`config.mk`:
```
export PLATFORM = sky130hd
export DESIGN_NAME = led_mode_sequencer
export DESIGN_NICKNAME = d
export VERILOG_FILES = /design/src/rtl/led_mode_sequencer.sv
export SDC_FILE = /design/constraint.sdc
export NUM_CORES = 1
export LEC_CHECK = 0
export ABC_AREA = 1
export BUFFER_PORTS_ARGS = -buffer_cell sky130_fd_sc_hd__buf_2
export CAP_MARGIN = 20
export CORE_ASPECT_RATIO = 1.4
export CORE_UTILIZATION = 34
export CTS_BUF_LIST = sky130_fd_sc_hd__clkbuf_8 sky130_fd_sc_hd__clkbuf_16
export CTS_CLUSTER_SIZE = 40
export DETAILED_ROUTE_END_ITERATION = 10
export GPL_TIMING_DRIVEN = 0
export HOLD_SLACK_MARGIN = 0.02
export PLACE_DENSITY = 0.58
export SYNTH_ARGS = -nofsm -noshare
export SYNTH_HDL_FRONTEND = slang
export SYNTH_SLANG_ARGS = --single-unit
export TNS_END_PERCENT = 1
```
`constraint.sdc`:
```
create_clock -name CLK -period 2.5 [get_ports CLK]
set_input_delay 0.5 -clock CLK [delete_from_list [all_inputs] [get_ports CLK]]
set_output_delay 0.5 -clock CLK [all_outputs]
set_load 0.02 [all_outputs]
```
`src/rtl/led_mode_sequencer.sv`:
```
// Button-driven LED pattern sequencer: debounced buttons step a prescaled position counter through four display modes.
// Optional status LEDs are enabled by defining LED_SEQ_STATUS_EN.
module led_mode_sequencer #(
    parameter int LOG2DELAY     = 22,
    parameter int DEBOUNCE_BITS = 16
) (
    input  logic       CLK,
    input  logic       RST,
    input  logic       BTN_N,
    input  logic       BTN1,
    input  logic       BTN2,
    input  logic       BTN3,
    output logic [4:0] LEDS,
    output logic [1:0] MODE,
    output logic       LEDR_N,
    output logic       LEDG_N
);

    typedef enum logic [1:0] {
        MODE_BIN  = 2'd0,
        MODE_GRAY = 2'd1,
        MODE_SCAN = 2'd2,
        MODE_BAR  = 2'd3
    } mode_t;

    localparam int EV_RESTART = 0;
    localparam int EV_NEXT    = 1;
    localparam int EV_PAUSE   = 2;
    localparam int EV_DIR     = 3;

    localparam logic [DEBOUNCE_BITS-1:0] DB_ONE    = {{(DEBOUNCE_BITS-1){1'b0}}, 1'b1};
    localparam logic [LOG2DELAY-1:0]     PRESC_ONE = {{(LOG2DELAY-1){1'b0}}, 1'b1};

    logic [3:0] btn_raw;
    logic [3:0] btn_events;
`ifdef LED_SEQ_STATUS_EN
    logic [3:0] btn_stable;
`endif

    assign btn_raw = {BTN3, BTN2, BTN1, ~BTN_N};

    // Per button: entry flop, two synchroniser flops, debouncer, rising-edge event pulse.
    genvar gi;
    generate
        for (gi = 0; gi < 4; gi++) begin : g_btn
            logic                     in_reg;
            logic                     sync1_reg;
            logic                     sync2_reg;
            logic                     stable_reg;
            logic                     stable_prev_reg;
            logic                     event_reg;
            logic [DEBOUNCE_BITS-1:0] count_reg;

            always_ff @(posedge CLK) begin
                if (RST) begin
                    in_reg          <= 1'b0;
                    sync1_reg       <= 1'b0;
                    sync2_reg       <= 1'b0;
                    stable_reg      <= 1'b0;
                    stable_prev_reg <= 1'b0;
                    event_reg       <= 1'b0;
                    count_reg       <= '0;
                end else begin
                    in_reg          <= btn_raw[gi];
                    sync1_reg       <= in_reg;
                    sync2_reg       <= sync1_reg;
                    stable_prev_reg <= stable_reg;
                    event_reg       <= stable_reg & ~stable_prev_reg;
                    if (sync2_reg == stable_reg) begin
                        count_reg <= '0;
                    end else if (count_reg == '1) begin
                        stable_reg <= sync2_reg;
                        count_reg  <= '0;
                    end else begin
                        count_reg <= count_reg + DB_ONE;
                    end
                end
            end

            assign btn_events[gi] = event_reg;
`ifdef LED_SEQ_STATUS_EN
            assign btn_stable[gi] = stable_reg;
`endif
        end
    endgenerate

    mode_t                mode_reg, mode_next;
    logic                 run_reg, run_next;
    logic                 dir_reg, dir_next;       // 0 = up, 1 = down
    logic [4:0]           pos_reg, pos_next;
    logic [LOG2DELAY-1:0] presc_reg, presc_next;
    logic [4:0]           leds_reg, leds_next;
    logic [4:0]           pos_max;
    logic                 tick;

    always_ff @(posedge CLK) begin
        if (RST) begin
            mode_reg  <= MODE_GRAY;
            run_reg   <= 1'b1;
            dir_reg   <= 1'b0;
            pos_reg   <= '0;
            presc_reg <= '0;
            leds_reg  <= '0;
        end else begin
            mode_reg  <= mode_next;
            run_reg   <= run_next;
            dir_reg   <= dir_next;
            pos_reg   <= pos_next;
            presc_reg <= presc_next;
            leds_reg  <= leds_next;
        end
    end

    always_comb begin
        mode_next  = mode_reg;
        run_next   = run_reg;
        dir_next   = dir_reg;
        pos_next   = pos_reg;
        presc_next = run_reg ? presc_reg + PRESC_ONE : presc_reg;
        tick       = run_reg && (presc_reg == '1);

        case (mode_reg)
            MODE_SCAN: pos_max = 5'd4;
            MODE_BAR:  pos_max = 5'd5;
            default:   pos_max = 5'd31;
        endcase

        if (tick) begin
            if (!dir_reg) begin
                pos_next = (pos_reg == pos_max) ? 5'd0 : pos_reg + 5'd1;
            end else begin
                pos_next = (pos_reg == 5'd0) ? pos_max : pos_reg - 5'd1;
            end
        end

        // Event actions override the tick; restart is applied last so it wins outright.
        if (btn_events[EV_NEXT]) begin
            mode_next  = mode_t'(mode_reg + 2'd1);
            pos_next   = '0;
            presc_next = '0;
        end
        if (btn_events[EV_PAUSE]) begin
            run_next = ~run_reg;
        end
        if (btn_events[EV_DIR]) begin
            dir_next = ~dir_reg;
        end
        if (btn_events[EV_RESTART]) begin
            mode_next  = MODE_GRAY;
            run_next   = 1'b1;
            dir_next   = 1'b0;
            pos_next   = '0;
            presc_next = '0;
        end

        // Decoded from the next state so the display changes on the same edge as pos/mode.
        // For BAR at pos 5 the shift overflows to 0 and the subtraction wraps to 5'b11111.
        case (mode_next)
            MODE_BIN:  leds_next = pos_next;
            MODE_GRAY: leds_next = pos_next ^ (pos_next >> 1);
            MODE_SCAN: leds_next = 5'd1 << pos_next[2:0];
            default:   leds_next = (5'd1 << pos_next[2:0]) - 5'd1;
        endcase
    end

    assign LEDS = leds_reg;
    assign MODE = mode_reg;

`ifdef LED_SEQ_STATUS_EN
    logic ledr_reg;
    logic ledg_reg;

    always_ff @(posedge CLK) begin
        if (RST) begin
            ledr_reg <= 1'b1;
            ledg_reg <= 1'b1;
        end else begin
            ledr_reg <= ~(|btn_stable);
            ledg_reg <= ~run_reg;
        end
    end

    assign LEDR_N = ledr_reg;
    assign LEDG_N = ledg_reg;
`else
    assign LEDR_N = 1'b1;
    assign LEDG_N = 1'b1;
`endif

endmodule

```
# Word-level counts from Yosys, hierarchy flattened
# Index checks and enable logic that the tools add are counted.
# Widths: inputs -> output; s select.
# op_classes
n_addsub	9
multipliers	0
div_mod_pow	0
n_lt_le_gt_ge	0
eq_ne	14
shifts	1
mux	10
bitwise	16
n_reduce_logical	13
# op_table
cell	n
$add 16x1->16 const B	4
$eq 16x16->1 const B	4
$mux 5	6
$add 22x1->22 const B	1
$eq 22x22->1 const B	1
$pmux 5 s3	1
$reduce_or 3->1	5
$not 1->1	11
$pmux 5 s2	1
$sub 5x1->5 const B	2
$reduce_and 2->1	4
$eq 2x2->1 const B	3
$add 5x1->5 const B	1
$eq 5x5->1	1
$logic_not 5->1	1
$shl 1x3->5 const A	1
$xor 5x4->5	1
$and 1x1->1	4
$eq 1x1->1	4
$mux 2	2
$add 2x1->2 const B	1
$eq 2x1->1 const B	1
$logic_not 2->1	1
$reduce_or 2->1	1
$logic_and 1x1->1	1
# totals
ff_bits	124
latch_bits	0
ramBits	0
rom_bits	0
inputBits	6
output_inout_bits	9
elab_cells	97
memories	0

# Depth between registers and ports, before layout
# Gate-level depths: netlist of run 1.
# depth
word_depth	11
ltp_mapped	21
mapped_depth_nobuf	21

# Worst setup path before layout of run 1
# No wires, ideal clock.
# synth_timing
path_kind	register -> register
startpoint	register mode_reg[0], in the netlist MODE[0]
endpoint	register leds_reg[2], in the netlist LEDS[2]
setup_ns	0.122
t_arrival_ns	2.430
required_ns	2.378
path_slack_ns	-0.052
stages_incl_launch_ff	21
n_path_buf	0
synth_period_minus_slack_ns	2.552
path_cell_list	dfxtp_1 > inv_1 > ha_1 > inv_1 > nand2_1 > nor2_1 > nor2_1 > nand2_1 > nand3_1 > nand3_1 > nand3_1 > inv_1 > ha_1 > inv_1 > nor2_1 > inv_1 > ha_1 > nand2_1 > nand2_1 > o21ai_0 > a21oi_1
# synth_between
elab_chain_cells	11
word_cells_on_any_way	20
classes_between	add/sub (2); eq/ne (5); shift (1); mux (10); bitwise (1); reduce/logical (1)
# synth_lines
element	line_no	rtl
start, declared	87	mode_t mode_reg, mode_next;
start signal, assigned	105	mode_reg <= mode_next;
$eq 2x2->1	122	case (mode_reg)
$pmux 5 s2 (*)	122	
$eq 5x5->1	130	pos_next = (pos_reg == pos_max) ? 5'd0 : pos_reg + 5'd1;
$mux 5	130	
$mux 5 (*)	129	if (!dir_reg) begin
$mux 5 (*)	128	if (tick) begin
$mux 5 (*)	137	if (btn_events[EV_NEXT]) begin
$mux 5 (*)	148	if (btn_events[EV_RESTART]) begin
via pos_next[0]	90	logic [4:0] pos_reg, pos_next;
$shl 1x3->5 (*)	161, 162	
$sub 5x1->5	162	default: leds_next = (5'd1 << pos_next[2:0]) - 5'd1;
$pmux 5 s3 (*)	158	case (mode_next)
end signal, assigned	110	leds_reg <= leds_next;
end, declared	92	logic [4:0] leds_reg, leds_next;
# Mark *: on every way through the listed nets, which the timed path passes. The rest lies on a longest branch.
# A chain may end at the register's enable or synchronous reset.

# Worst setup path after layout of run 1
# layout_timing
startpoint	register pos_reg[0]
endpoint	register leds_reg[4], in the netlist LEDS[4]
# layout_between
elab_chain_cells	9
word_cells_on_any_way	14
classes_between	add/sub (3); eq/ne (1); shift (1); mux (7); bitwise (1); reduce/logical (1)
# layout_lines
element	line_no	rtl
start, declared	90	
start signal, assigned	108	pos_reg <= pos_next;
$add 5x1->5 (tied with other cells)	130	
$mux 5 (on tied branches)	130, 132	
$mux 5	129	
$mux 5 (*)	128	
$mux 5 (*)	137	
$mux 5 (*)	148	
$shl 1x3->5	161, 162	
$sub 5x1->5	162	
$pmux 5 s3 (*)	158	
# Mark *: on every way between the ends. The rest lies on a longest branch, timed or not.

==> results of run 1 <==
==> power groups by stage <==
stage / registers, mW / clock network, mW / logic [mW]
finish: 2.00 / 2.43 / 0.0656
global route: 2.00 / 2.59 / 0.0752
CTS: 2.00 / 2.49 / 0.0656
detailed placement: 2.04 / 0 / 0.0649
global placement: 2.04 / 0 / 0.0635
floorplan: 2.04 / 0 / 0.0477
==> Yosys cell counts, types with 5 or more instances <==
cell type	n
nand2_1	141
nor2_1	127
dfxtp_1	124
inv_1	118
a21oi_1	47
nand3_1	43
nor3_1	34
o21ai_0	34
xor2_1	17
ha_1	14
nand4_1	14
xnor2_1	11
nor3b_1	10
inv_2	6
or2_2	6
buf_4	5
nand2_2	5
nand3_2	5
==> layout by cell type (no fill, tap or decap), drive strengths merged, types with 2 or more instances in the layout <==
master,count
a21oi,48
clkbuf,23
xor2,17
dfxtp,124
inv,131
bufinv,2
buf,34
a31oi,2
ha,14
or2,6
clkinvlp,2
nor3b,10
nor2,134
conb,2
nand3,48
nor4,7
o21ai,35
nor3,35
clkinv,6
xnor2,11
nand2,147
a211oi,3
nand4,14
==> final cells by class <==
| class | instances | area (um2) |
|---|---|---|
| clock buffer | 17 | 425 |
| multi-input combinational | 537 | 2860 |
| sequential | 124 | 2490 |
| timing repair buffer | 26 | 168 |
| buffer | 14 | 92.6 |
| fill | 1711 | 9820 |
| clock inverter | 15 | 163 |
| inverter | 126 | 478 |
| tap | 203 | 254 |
==> through the flow <==
stage | setup TNS (ns) | std cells | power (mW) | area, um2 | setup WS, ns
6_report | 0 | 1062 | 4.49 | 6930 | 0.0785
5_1_grt | -0.370 | 1062 | 4.66 | 6930 | -0.146
4_1_cts | 0 | 1058 | 4.56 | 6830 | 0.00187
3_5_place_dp | -1.15 | 1015 | 2.10 | 6110 | -0.361
3_3_place_gp | -1.01 | 1015 | 2.10 | 6110 | -0.339
2_1_floorplan | 0 | 801 | 2.09 | 5800 | 0.0451
==> worst max path at each step <==
stage | start | end | slack [ns] | cells past startpoint
after floorplan | MODE[0]$_SDFF_PP1_ | LEDS[2]$_SDFF_PP0_ | 0.05 | 20
after global placement | MODE[0]$_SDFF_PP1_ | LEDS[2]$_SDFF_PP0_ | -0.34 | 20
after detailed placement | pos_reg[0]$_SDFF_PP0_ | LEDS[4]$_SDFF_PP0_ | -0.36 | 20
after CTS | MODE[0]$_SDFF_PP1_ | LEDS[4]$_SDFF_PP0_ | 0.002 | 21
after global routing | MODE[0]$_SDFF_PP1_ | LEDS[4]$_SDFF_PP0_ | -0.15 | 21
final | pos_reg[0]$_SDFF_PP0_ | LEDS[4]$_SDFF_PP0_ | 0.08 | 17
==> routing by layer <==
layer	up-vias	part of all wire	global-route usage
met5	-	0	0
met4	0	0.021	0.0654
met3	15	0.035	0.0360
met2	48	0.51	0.253
met1	2200	0.43	0.151
li1	2633	-	-
==> cell families (layout without fill, tap and decap cells) <==
kind of cell	after synthesis	after routing	synth area share
compound gates	90	90	0.0812
xor+xnor	28	28	0.0423
fa+ha+maj	14	14	0.0302
buf+inv	140	198	0.0976
flops	124	124	0.428
other cells	1	2	0.000647
simple gates	403	403	0.320
==> repair_timing <==
action | CTS | global route
resized for setup | 20 | 21
setup buffers | 11 | 4
pin swaps | 7 | 7
endpoints found under the setup margin | 4 | 4
==> key figures, run 1 <==
Run status
  – Status: complete, no violations

STA
  – Worst Max-Slew Pin Slew: 0.518 ns
  – Slew HR: 0.654
  – Final setup fails: 0
  – Fin crit period: 2.42 ns
  – Period Utilization, post-route: 0.969
  – Max Transition Viols Final: 0
  – Clock Skew: 0.0221 ns
  – Fmax: just over 0.4 GHz
  – Final hold vios: 0
  – Hold_ws: 0.265 ns
  – RSZ-0062 raised after global routing: yes

Drt
  – DRC: 0
  – Routed via count: 4896
  – Initial drt markers: 185
  – Routed WL: about 11 mm
  – Drt via density: between 4 and 5
  – Avg WL per Cell: 10.8 um
  – DRT Pass-1 Iters: 4
  – Detail Route Antenna Nets: 0

Power and ir drop
  – Switching Fraction: 0.222
  – LEAKAGE: 2.68 nW
  – Sequential Power Share: 0.445
  – Pwr/cell area: between 600 and 700 nW/um2
  – Internal power: 3.50 mW
  – Clock group share of total power: 0.541
  – Sw Pwr: 0.997 mW
  – Combinational share of power: 0.015
  – Worst vdd ir: 0.429 mV

Yosys
  – Post-synth EDFFs: 0
  – Syn_area_per_cell: 7.24 um2
  – Post-synth cell types: 40
  – Mapped Cells: 800
  – Dominant synthesized flop cell: dfxtp_1
  – Sequential fraction of the synthesis area: 0.428
  – Cell type contributing the most total cell area after synthesis: dfxtp_1
  – #FFs+latches synth: 124
  – Yosys warns: 0
  – Mapped Area: around 5800 um2
  – Synth top area cells: dfxtp_1, nand2_1, nor2_1
  – Top cell type's share of synthesized area: 0.428
  – Async SR Flop Fraction: 0

GRT
  – GRT overflow: 0
  – Vias in the first global route: 4683
  – Total GRT Usage: 0.139
  – First-pass GRT wire length: about 20 mm
  – Largest net degree at the start of global routing: 17
  – Initial antenna violation count: 0

Worst setup path
  – Reg-to-reg endpoint: LEDS[4]$_SDFF_PP0_
  – Critical path startpoint category: flop
  – Reg2reg path depth: 17
  – Worst EP required: 2.78 ns
  – Slowest stage delay, CP: between 0.3 and 0.4 ns
  – CP dominant cell by count: ha_2
  – Data arrival, critical path: approximately 2.7 ns
  – Endpoint class of the critical path: flop
  – Delay-heaviest family, CP: simple AND/OR/NAND/NOR gates
  – R2r setup slk: between 0.07 and 0.08 ns
  – Setup Crit Path Kind: reg -> reg
  – Slowest CP cell: dfxtp_2
  – Critical path buffers and inverters: 2
  – Crit Path Max Fanout: 5
  – Cell breakdown of the critical path: inv_2 > ha_2 > nand2_1 > nor2_2 > nand2_2 > a21oi_1 > o21ai_1 > nand3_2 > nand3_4 > ha_2 > nand2_2 > ha_2 > inv_1 > a21oi_1 > nand2_1 > nand3_2 > a21oi_2
  – Reg2Reg Launch Point: pos_reg[0]$_SDFF_PP0_

Cells and area
  – Final design utilization: 0.414
  – Synth-to-Final Area Change: 19.5%
  – Max reg flops: 64
  – Nets@finish: 866
  – N_diodes: 0
  – Share of post-route cells with drive strength above 1: 0.155

Die
  – Die area: 17600 um2
  – Ports: 15
  – Chip height: between 150 and 200 um
  – Core area: 16700 um2
  – Initial Util: 0.346
  – Die width: 112 um
  – Placement Rows: 56

Placed design
  – RD Place Congestion: 0.747
  – Post-DP HPWL: 8.00 mm
  – Input/output buffers: 11

Hold path
  – Worst Hold End: g_btn[0].in_reg$_SDFF_PP0_
  – Hold path start: BTN_N
  – Hold crit path type: in -> reg
  – Hold path cells: 2

CTS
  – H-tree levels: 4
  – Clk_lat worst skew: 0.42 ns
  – Post-CTS Hold Fix Bufs: 0
  – Clk pin slew, worst setup/hold paths: 0.06 ns
  – Clock sinks: roughly 120
  – Longest Clk Path Bufs: 2
  – CTS tree: built
  – Clock tree root driver cell: clkbuf_16
  – Total CTS buffers: 17

Flow run
  – Max-cap violations: 0
(Power assumes the default switching activity.)
==> run 2, diff against run 1 <==
- REMOVE_ABC_BUFFERS: not set -> 1
==> run 2 against run 1 <==
Effect of this change: critical endpoint unchanged; cell area shrank 1.4%; register-to-register slack is essentially flat; the flow now finishes with violations (DRC); fmax is essentially flat; worst setup slack is essentially flat; non-clock buffer count shrank 18; utilization shrank 0.59 points; die area is the same; sequential share of layout area grew 0.65 points; critical path type unchanged; first-iteration DRC count shrank 40%; routed wire length shrank 6.2%; flip-flop and latch count is the same.
==> key figures, run 2 (synthesis gave the netlist of run 1 again) <==
Placed design
  – RD Place Congestion: 0.816
  – Post-DP HPWL: 7.44 mm
  – Input/output buffers: 12

Worst setup path
  – Reg2reg path depth: 20
  – Endpoint class of the critical path: flop
  – Setup Crit Path Kind: reg -> reg
  – Critical path startpoint category: flop
  – Crit Path Max Fanout: 5
  – Worst EP required: between 2 and 3 ns
  – Data arrival, critical path: 2.76 ns

CTS
  – Post-CTS Hold Fix Bufs: 0
  – H-tree levels: 4
  – Total CTS buffers: 17
  – CTS tree: built
  – Clock tree root driver cell: clkbuf_16
  – Clk_lat worst skew: just over 0.4 ns
  – Clk pin slew, worst setup/hold paths: 0.06 ns
  – Clock sinks: 124
  – Longest Clk Path Bufs: 2

STA
  – Final setup fails: 0
  – Clock Skew: roughly 0.0085 ns
  – Max Transition Viols Final: 0
  – Setup TNS: 0 ns
  – Slew HR: 0.581
  – Period Utilization, post-route: 0.969
  – RSZ-0062 raised after global routing: yes
  – Worst Max-Slew Pin Slew: roughly 0.63 ns
  – Final hold vios: 0
  – Fmax: 0.413 GHz
  – Fin crit period: 2.42 ns

Flow run
  – Max-cap violations: 0

Drt
  – Routed WL: between 10 and 15 mm
  – Routed via count: approximately 4700
  – DRC: 1
  – DRT Pass-1 Iters: 9
  – Detail Route Antenna Nets: 0
  – Initial drt markers: 111
  – Drt via density: between 4 and 5
  – Avg WL per Cell: 10.3 um

Die
  – Chip height: between 150 and 200 um
  – Initial Util: 0.346
  – Placement Rows: 56
  – Core area: 16700 um2
  – Die area: 17600 um2
  – Ports: 15
  – Die width: 112 um

Power and ir drop
  – Worst vdd ir: 0.529 mV
  – LEAKAGE: 2.61 nW
  – Pwr/cell area: 677 nW/um2

GRT
  – GRT overflow: 0
  – Total GRT Usage: 0.133
  – First-pass GRT wire length: 19.1 mm
  – Initial antenna violation count: 0
  – Vias in the first global route: approximately 4500
  – Largest net degree at the start of global routing: 35

Cells and area
  – Share of post-route cells with drive strength above 1: 0.141
  – Final design utilization: 0.408
  – Leading cell types in the layout, fill and taps excluded: nand2_1, nor2_1, dfxtp_1
  – Synth-to-Final Area Change: 17.8%
  – Max reg flops: 64
  – Nets@finish: roughly 850
  – Most common cell after layout, fill and taps aside: nand2_1
  – N_diodes: 0

Run status
  – Status: complete, but fails checks
  – Failing checks: DRC

Hold path
  – Hold path cells: 2
  – Hold crit path type: in -> reg
## run 2: changes by cell type in the layout (fill, tap and decap cells not counted), moves of 2 or more
cell        before  now
clkbuf_1         4    0
nand3_1         39   41
a21oi_2          1    3
dfxtp_4          0    3
dfxtp_2          6    4
buf_4           20   10
inv_4            2    0
clkbuf_8         1    3
clkinvlp_4       2    4
inv_6            6    2
## run 2: worst max-delay path: stages, from the launching register on
cell and delay, ns:
dfxtp_4 0.36, inv_2 0.09, ha_4 0.14, nand2_1 0.07
nor2_2 0.12, nand2_2 0.11, a21oi_2 0.14, o21ai_1 0.11
nand3_2 0.08, nand3_2 0.11, inv_2 0.12, ha_4 0.14
inv_1 0.05, nor2_2 0.11, inv_1 0.05, ha_2 0.19
inv_1 0.05, a21oi_1 0.03, nand2_1 0.06, nand3_1 0.07
a21oi_2 0.14
## run 2: routing by layer
layer,up-vias,share of wire,global-route usage
met4,0,0.019,0.0533
met1,2084,0.46,0.149
met2,52,0.50,0.239
met3,19,0.024,0.0372
met5,-,0,0
li1,2587,-,-
## run 2: final cells by class
type	count	area, um2
clock inverters	12	160
well taps	203	254
inverters	126	473
fillers	1711	9920
flip-flops and latches	124	2500
multi-input cells	537	2840
clock buffers	20	467
repair buffers	22	135
## run 2: final timing paths
check / from / endpoint / slack [ns]
max reg2reg: pos_reg[0]$_SDFF_PP0_ / LEDS[4]$_SDFF_PP0_ / 0.08
max: pos_reg[0]$_SDFF_PP0_ / LEDS[4]$_SDFF_PP0_ / 0.08
min reg2reg: g_btn[1].stable_prev_reg$_SDFF_PP0_ / g_btn[1].event_reg$_SDFF_PP0_ / 0.39
min: BTN_N / g_btn[0].in_reg$_SDFF_PP0_ / 0.23
## run 2: what timing repair did
| action | 4_1_cts | 5_1_grt |
|---|---|---|
| buffers inserted | 8 | 2 |
| setup endpoints to repair | 4 | 8 |
| pin swaps | 6 | 6 |
| gates resized for setup | 21 | 18 |
## run 2: where the power goes
| group | leakage [nW] | total, mW | switching [mW] | internal (mW) |
|---|---|---|---|---|
| sequential | 1.00 | 2.00 | 0.00840 | 1.99 |
| clock | 0.295 | 2.57 | 0.913 | 1.65 |
| combinational | 1.31 | 0.0576 | 0.0390 | 0.0186 |
## run 2: stage by stage
stage	power (mW)	worst slack, ns	hold WS [ns]	cell area (um2)	std cells
6_report	4.62	0.0781	0.232	6830	1044
5_1_grt	4.80	-0.139	0.213	6830	1044
4_1_cts	4.70	0.0103	0.210	6750	1042
3_5_place_dp	2.10	-0.327	0.381	6020	1002
3_3_place_gp	2.09	-0.322	0.376	6020	1002
2_1_floorplan	2.07	-0.0522	0.373	5710	787
